<file path="src/rtl/uart_rx_core_pkg.sv">
// rtl/uart_rx_core_pkg.sv - shared state encodings and parity-mode constants for the UART receiver
package uart_rx_core_pkg;

  // Receiver framing states
  typedef enum logic [2:0] {
    ST_IDLE   = 3'd0,
    ST_START  = 3'd1,
    ST_DATA   = 3'd2,
    ST_PARITY = 3'd3,
    ST_STOP   = 3'd4
  } rx_state_t;

  // Parity modes selected by the PARITY parameter
  localparam int PAR_NONE = 0;
  localparam int PAR_EVEN = 1;
  localparam int PAR_ODD  = 2;

endpackage

</file>
<file path="src/rtl/uart_rx_core_if.sv">
// rtl/uart_rx_core_if.sv - received-word stream handshake between receiver and consumer
// master: receiver side, drives rx_data/rx_parity_err/rx_frame_err/rx_valid, takes rx_ready
// slave : consumer side, takes the word and flags, drives rx_ready
interface uart_rx_core_if #(
  parameter int DATA_BITS = 8
);
  logic [DATA_BITS-1:0] rx_data;
  logic                 rx_parity_err;
  logic                 rx_frame_err;
  logic                 rx_valid;
  logic                 rx_ready;

  modport master (
    output rx_data,
    output rx_parity_err,
    output rx_frame_err,
    output rx_valid,
    input  rx_ready
  );

  modport slave (
    input  rx_data,
    input  rx_parity_err,
    input  rx_frame_err,
    input  rx_valid,
    output rx_ready
  );
endinterface

</file>
<file path="src/rtl/uart_rx_core_rx_fifo.sv">
// rtl/uart_rx_core_rx_fifo.sv - synchronous show-ahead FIFO holding received words and flags
// clk, reset   : clock, synchronous active-high reset
// push, wdata  : write request and word
// ready        : consumer pops the head when valid && ready
// rdata, valid : head word (zero while empty), non-empty flag
// count        : words held, 0..DEPTH
// overrun      : registered 1-cycle pulse when a push was dropped because the FIFO was full
module rx_fifo #(
  parameter int WIDTH = 10,
  parameter int DEPTH = 4
) (
  input  logic                     clk,
  input  logic                     reset,
  input  logic                     push,
  input  logic [WIDTH-1:0]         wdata,
  input  logic                     ready,
  output logic [WIDTH-1:0]         rdata,
  output logic                     valid,
  output logic [$clog2(DEPTH):0]   count,
  output logic                     overrun
);
  localparam int AW = $clog2(DEPTH);

  logic [WIDTH-1:0] mem [DEPTH];
  logic [AW-1:0]    wr_ptr;
  logic [AW-1:0]    rd_ptr;
  logic             full;
  logic             do_pop;
  logic             do_push;

  assign valid   = (count != '0);
  assign full    = (count == (AW+1)'(DEPTH));
  assign do_pop  = valid && ready;
  // When full, a same-cycle pop frees the slot the write pointer sits on.
  assign do_push = push && (!full || do_pop);
  assign rdata   = valid ? mem[rd_ptr] : '0;

  always_ff @(posedge clk) begin
    if (do_push) begin
      mem[wr_ptr] <= wdata;
    end
  end

  always_ff @(posedge clk) begin
    if (reset) begin
      wr_ptr  <= '0;
      rd_ptr  <= '0;
      count   <= '0;
      overrun <= 1'b0;
    end else begin
      overrun <= push && full && !do_pop;
      if (do_push) wr_ptr <= wr_ptr + 1'b1;
      if (do_pop)  rd_ptr <= rd_ptr + 1'b1;
      case ({do_push, do_pop})
        2'b10:   count <= count + 1'b1;
        2'b01:   count <= count - 1'b1;
        default: count <= count;
      endcase
    end
  end
endmodule

</file>
<file path="src/rtl/uart_rx_core.sv">
// rtl/uart_rx_core.sv - oversampling UART receiver with parity/framing checks and output FIFO
// clk, reset  : oversample clock, synchronous active-high reset
// data_in     : asynchronous serial line, idle high
// rx          : received-word stream (master side of uart_rx_core_if)
// overrun     : 1-cycle pulse when a completed frame was dropped on a full FIFO
// busy        : framing FSM is not idle
// fifo_count  : words held in the FIFO
module uart_rx_core
  import uart_rx_core_pkg::*;
#(
  parameter int DATA_BITS  = 8,
  parameter int OVERSAMPLE = 16,
  parameter int PARITY     = 0,
  parameter int STOP_BITS  = 1,
  parameter int FIFO_DEPTH = 4
) (
  input  logic                          clk,
  input  logic                          reset,
  input  logic                          data_in,
  uart_rx_core_if.master                rx,
  output logic                          overrun,
  output logic                          busy,
  output logic [$clog2(FIFO_DEPTH):0]   fifo_count
);
  localparam int CW = $clog2(OVERSAMPLE);
  localparam int BW = $clog2(DATA_BITS);
  localparam int WW = DATA_BITS + 2;

  logic [1:0]           sync;
  logic                 line;
  rx_state_t            state;
  logic [CW-1:0]        cnt;
  logic [BW-1:0]        bit_idx;
  logic [DATA_BITS-1:0] shreg;
  logic                 perr;
  logic                 ferr;
  logic                 stop_idx;
  logic                 armed;
  logic                 push;
  logic [WW-1:0]        push_word;
  logic [WW-1:0]        head;
  logic                 mid_bit;
  logic                 bit_centre;

  assign line       = sync[1];
  assign mid_bit    = (cnt == CW'(OVERSAMPLE/2 - 1));
  assign bit_centre = (cnt == CW'(OVERSAMPLE - 1));

  always_ff @(posedge clk) begin
    if (reset) begin
      sync      <= 2'b11;
      state     <= ST_IDLE;
      cnt       <= '0;
      bit_idx   <= '0;
      shreg     <= '0;
      perr      <= 1'b0;
      ferr      <= 1'b0;
      stop_idx  <= 1'b0;
      armed     <= 1'b1;
      push      <= 1'b0;
      push_word <= '0;
      busy      <= 1'b0;
    end else begin
      sync <= {sync[0], data_in};
      push <= 1'b0;
      case (state)
        ST_IDLE: begin
          cnt <= '0;
          // After a frame ending on a low line (break), wait for idle high before re-arming.
          if (!armed) begin
            armed <= line;
          end else if (!line) begin
            state <= ST_START;
            busy  <= 1'b1;
          end
        end
        ST_START: begin
          if (mid_bit) begin
            cnt <= '0;
            if (line) begin
              state <= ST_IDLE;
              busy  <= 1'b0;
            end else begin
              state   <= ST_DATA;
              bit_idx <= '0;
            end
          end else begin
            cnt <= cnt + 1'b1;
          end
        end
        ST_DATA: begin
          if (bit_centre) begin
            cnt   <= '0;
            shreg <= {line, shreg[DATA_BITS-1:1]};
            if (bit_idx == BW'(DATA_BITS - 1)) begin
              bit_idx  <= '0;
              perr     <= 1'b0;
              ferr     <= 1'b0;
              stop_idx <= 1'b0;
              state    <= (PARITY != PAR_NONE) ? ST_PARITY : ST_STOP;
            end else begin
              bit_idx <= bit_idx + 1'b1;
            end
          end else begin
            cnt <= cnt + 1'b1;
          end
        end
        ST_PARITY: begin
          if (bit_centre) begin
            cnt   <= '0;
            perr  <= ((^shreg) ^ line) != (PARITY == PAR_ODD);
            state <= ST_STOP;
          end else begin
            cnt <= cnt + 1'b1;
          end
        end
        ST_STOP: begin
          if (bit_centre) begin
            cnt <= '0;
            if (stop_idx == 1'(STOP_BITS - 1)) begin
              // Return to idle on the last stop centre so a start bit half a bit later is caught.
              push      <= 1'b1;
              push_word <= {ferr | !line, perr, shreg};
              state     <= ST_IDLE;
              busy      <= 1'b0;
              armed     <= line;
            end else begin
              stop_idx <= 1'b1;
              ferr     <= ferr | !line;
            end
          end else begin
            cnt <= cnt + 1'b1;
          end
        end
        default: begin
          state <= ST_IDLE;
          busy  <= 1'b0;
        end
      endcase
    end
  end

  rx_fifo #(
    .WIDTH (WW),
    .DEPTH (FIFO_DEPTH)
  ) u_fifo (
    .clk     (clk),
    .reset   (reset),
    .push    (push),
    .wdata   (push_word),
    .ready   (rx.rx_ready),
    .rdata   (head),
    .valid   (rx.rx_valid),
    .count   (fifo_count),
    .overrun (overrun)
  );

  assign rx.rx_data       = head[DATA_BITS-1:0];
  assign rx.rx_frame_err  = head[DATA_BITS+1];
  assign rx.rx_parity_err = (PARITY == PAR_NONE) ? 1'b0 : head[DATA_BITS];
endmodule
</file>
<file path="src/flat_wrapper.sv">
// flat-port wrapper written by rule: the top's interface ports become plain ports
module uart_rx_core_flat import uart_rx_core_pkg::*;
#(
  parameter int DATA_BITS  = 8,
  parameter int OVERSAMPLE = 16,
  parameter int PARITY     = 0,
  parameter int STOP_BITS  = 1,
  parameter int FIFO_DEPTH = 4
)
  (clk, reset, data_in, overrun, busy, fifo_count, rx_rx_data, rx_rx_parity_err, rx_rx_frame_err, rx_rx_valid, rx_rx_ready);
  uart_rx_core_if #(.DATA_BITS(DATA_BITS)) rx_i ();
  input  logic clk;
  input  logic reset;
  input  logic data_in;
  output logic overrun;
  output logic busy;
  output logic [$clog2(FIFO_DEPTH):0] fifo_count;
  output wire logic [$bits(rx_i.rx_data)-1:0] rx_rx_data;
  output wire logic [$bits(rx_i.rx_parity_err)-1:0] rx_rx_parity_err;
  output wire logic [$bits(rx_i.rx_frame_err)-1:0] rx_rx_frame_err;
  output wire logic [$bits(rx_i.rx_valid)-1:0] rx_rx_valid;
  input wire logic [$bits(rx_i.rx_ready)-1:0] rx_rx_ready;
  assign rx_rx_data = rx_i.rx_data;
  assign rx_rx_parity_err = rx_i.rx_parity_err;
  assign rx_rx_frame_err = rx_i.rx_frame_err;
  assign rx_rx_valid = rx_i.rx_valid;
  assign rx_i.rx_ready = rx_rx_ready;
  uart_rx_core #(.DATA_BITS(DATA_BITS), .OVERSAMPLE(OVERSAMPLE), .PARITY(PARITY), .STOP_BITS(STOP_BITS), .FIFO_DEPTH(FIFO_DEPTH)) u_core (.clk(clk), .reset(reset), .data_in(data_in), .rx(rx_i), .overrun(overrun), .busy(busy), .fifo_count(fifo_count));
endmodule
</file>
<file path="config.mk">
export PLATFORM = sky130hd
export DESIGN_NAME = uart_rx_core_flat
export DESIGN_NICKNAME = d
export VERILOG_FILES = /design/src/rtl/uart_rx_core_pkg.sv /design/src/rtl/uart_rx_core_if.sv /design/src/rtl/uart_rx_core_rx_fifo.sv /design/src/rtl/uart_rx_core.sv /design/src/flat_wrapper.sv
export SDC_FILE = /design/constraint.sdc
export NUM_CORES = 1
export LEC_CHECK = 0
export BUFFER_PORTS_ARGS = -buffer_cell sky130_fd_sc_hd__buf_2
export CAP_MARGIN = 25
export CORE_MARGIN = 4
export CORE_UTILIZATION = 57
export CTS_CLUSTER_SIZE = 10
export DETAILED_ROUTE_END_ITERATION = 7
export PLACE_DENSITY = 0.8
export SLEW_MARGIN = 15
export SYNTH_ARGS = -nofsm -noshare
export SYNTH_HDL_FRONTEND = slang
export SYNTH_SLANG_ARGS = --single-unit
</file>
<file path="constraint.sdc">
create_clock -name clk -period 2.96 [get_ports clk]
set_input_delay 0.444 -clock clk [delete_from_list [all_inputs] [get_ports clk]]
set_output_delay 0.444 -clock clk [all_outputs]
set_load 0.005 [all_outputs]
</file>
==> metrics.cfg <==
[worst_setup_path]
crit_type = flop to flop
required_ps = 3160
path_cells = or3_1, nand2_1, or2_2, fa_1, or3b_2, a31oi_1, a21oi_1
crit_arrival_ps = 2720
cp-startpoint = u_core.u_fifo.count[0]$_SDFFE_PP0P_
max_stage_delay_ps = 470
startpoint_type = flop
rr_worst_depth = 7
ff2ff_setup_slack_ps = 430
slowest_stage = or3b_2
worstPathMaxFanout = 12
end_kind = flop
r2r_start = u_core.u_fifo.count[0]$_SDFFE_PP0P_

[yosys]
netlist_area_um2 = 3306
yosys.area.top_type_share_pct = 32.70
yosysSeqAreaShare_pct = 58.74
avgSynthCellArea_um2 = 11.28
yosysWarnings = 0
ys_seq_elements = 79
ys_types = 46
yosysMostFrequentCell = dfxtp_1
async_flop_share_pct = 0
synth_commonest_cells = dfxtp_1, nand2_1, edfxtp_1
ys.flop_type = dfxtp_1
synthCells = 293
netlist_top_cells_area = edfxtp_1, dfxtp_1, mux4_2
synth_nets = 305
yosysTopAreaCell = edfxtp_1
synth_edf_count = 36

[final_layout]
nNetsFinal = 317
final_layout_size_suffix_gt1_share_pct = 16.77
syn_to_final_growth_pct = 9.425
diodes = 0

[drt]
route.detailed.drc = 0
routed_wl_mm = 5.792
vias = 2143
routedWlPerCell_um = 15.16
first_pass_iters = 4
first_iter_violations = 123
postRouteAntennaNets = 0
routed_via_density = 5.610

[floorplan]
die_y_um = 84.16
initial_utilization_pct = 59.30
coreArea_um2 = 5574
die_w_um = 84.16
row_count = 27
die_area_um2 = 7082
pin_count = 20

[worst_hold_path]
hold_start = data_in
whs_path_depth = 2
hp-class = primary input to flop

[sta]
relSlewSlack_pct = 50.31
worst_pin_slew_ps = 745.3
max_freq_ghz = 0.3960
rsz0062_at_grt = false
fin_hold_ws_ps = 279.7
period_share_pct = 85.31
setup_viol = 0
slew_viol_final = 0
fin_setup_tns_ps = 0
finClkSkew_ps = 6.307
period_minus_slack_ps = 2525
hold_violations = 0

[placement]
portBuffers = 18
dpl.hpwl_mm = 3.891
gp_congestion = 0.7585

[grt]
use_met3_pct = 4.711
grt_pass1_vias = 2161
grt.overflow.total = 0
antenna_found_initial = 0
grt.busiest_layer = met2
gr-usage-met2_pct = 29.70
groute.usage.overall_pct = 18.07
global_route.usage.met1_pct = 22.80
grt_max_degree = 43
grt_pass1_wl_mm = 10.28

[power]
power.net_switching_uw = 410.9
clkPwrFrac_pct = 40.2
p_leak_uw = 0.001280
power.share.sequential_pct = 58.4
internal_power_uw = 1532
worst_ir_drop_vdd_uv = 265.0
p_per_area_nw_per_um2 = 537.2
sw_frac_of_total_pct = 21.15
combPwrFrac_pct = 1.4
total_power_uw = 1943

[clocking]
htree_levels = 3
holdBufCountCts = 0
cts_max_path_buffers = 2
clock-sinks = 79
post_cts_resized = 0
postCtsSetupRepairBufs = 0
cts_buffers = 9
cts_tree = built
cts-root-buf = clkbuf_8
clk_latency_ps = 340
clk_pin_slew_ps = 80

[run]
cap_violations = 0

[outcome]
status = finished, final reports clean

-- sequential cells by signal (all words and copies together) (netlist names), named ones only --
register and cells:
u_core.u_fifo.mem 36, u_core.push_word 9, u_core.shreg 8, u_core.cnt 4, u_core.bit_idx 3, u_core.state 3, u_core.u_fifo.count 3, u_core.sync 2
u_core.u_fifo.rd_ptr 2, u_core.u_fifo.wr_ptr 2, u_core.armed 1, u_core.busy 1, u_core.ferr 1, u_core.push 1, u_core.u_fifo.overrun 1
-- worst max-delay path, delay by kind of cell (launching register included) --
family / cells / cell delay [ps]
AOI/OAI and AO/OA: 2 / 260
and+or+nand+nor: 4 / 1260
adders and majority gates: 1 / 400
DFF: 1 / 460
-- through the flow --
step / setup slack [ps] / instance area [µm²] / cells / utilization, %
final: 434.8 / 3617 / 382 / 64.89
after global routing: 259.2 / 3617 / 382 / 64.89
after CTS: 406.7 / 3617 / 382 / 64.89
after detailed placement: 410.0 / 3421 / 366 / 61.37
after global placement: 509.1 / 3421 / 366 / 61.37
after floorplan: 696.8 / 3306 / 293 / -
-- final cells by class --
| class | instances | area (µm²) |
|---|---|---|
| Clock buffer | 9 | 123.9 |
| Clock inverter | 7 | 72.57 |
| Fill cell | 453 | 1957 |
| Inverter | 6 | 22.52 |
| Multi-Input combinational cell | 190 | 1269 |
| Sequential cell | 79 | 1942 |
| Tap cell | 72 | 90.09 |
| Timing Repair Buffer | 19 | 97.59 |
-- power by group through the flow --
stage	combinational (µW)	clock, µW	sequential, µW
after CTS	26.9	793	1140
after detailed placement	26.6	0	1160
after floorplan	22.8	0	1160
after global routing	30.4	854	1140
final	27.0	780	1140
after global placement	26.0	0	1160
-- routing by layer --
metal,vias to the layer above,wire length [µm]
li1,1069,-
met1,1017,2510
met2,50,2908
met3,7,314
met4,0,58
met5,-,0
-- logic make-up (layout without fill, tap and decap cells) --
family | after synthesis | count (layout) | synth area share, %
multiplexers | 10 | 10 | 6.472
adder cells (fa/ha/maj) | 8 | 8 | 3.255
other | 1 | 1 | 0.1134
AND/OR/NAND/NOR | 114 | 114 | 17.60
buffers and inverters | 24 | 41 | 2.877
XOR/XNOR | 5 | 5 | 1.325
AO/OA/AOI/OAI | 52 | 52 | 9.614
flip-flops | 79 | 79 | 58.74
-- worst paths after layout --
kind / endpoint
setup / recovery: u_core.u_fifo.count[2]$_SDFFE_PP0P_
hold reg to reg: u_core.sync[1]$_SDFF_PP1_
setup reg to reg: u_core.u_fifo.count[2]$_SDFFE_PP0P_
hold / removal: u_core.sync[0]$_SDFF_PP1_
-- layout by cell type (no fill, tap or decap), drive strengths merged, types with 6 or more instances in the layout --
| master | n |
|---|---|
| a21oi | 30 |
| and2 | 12 |
| and3 | 8 |
| buf | 19 |
| clkbuf | 9 |
| dfxtp | 43 |
| edfxtp | 36 |
| ha | 7 |
| inv | 7 |
| mux4 | 9 |
| nand2 | 38 |
| nand3 | 6 |
| nor2 | 19 |
| nor3 | 6 |
No activity file was read; power rests on OpenSTA's default activity.
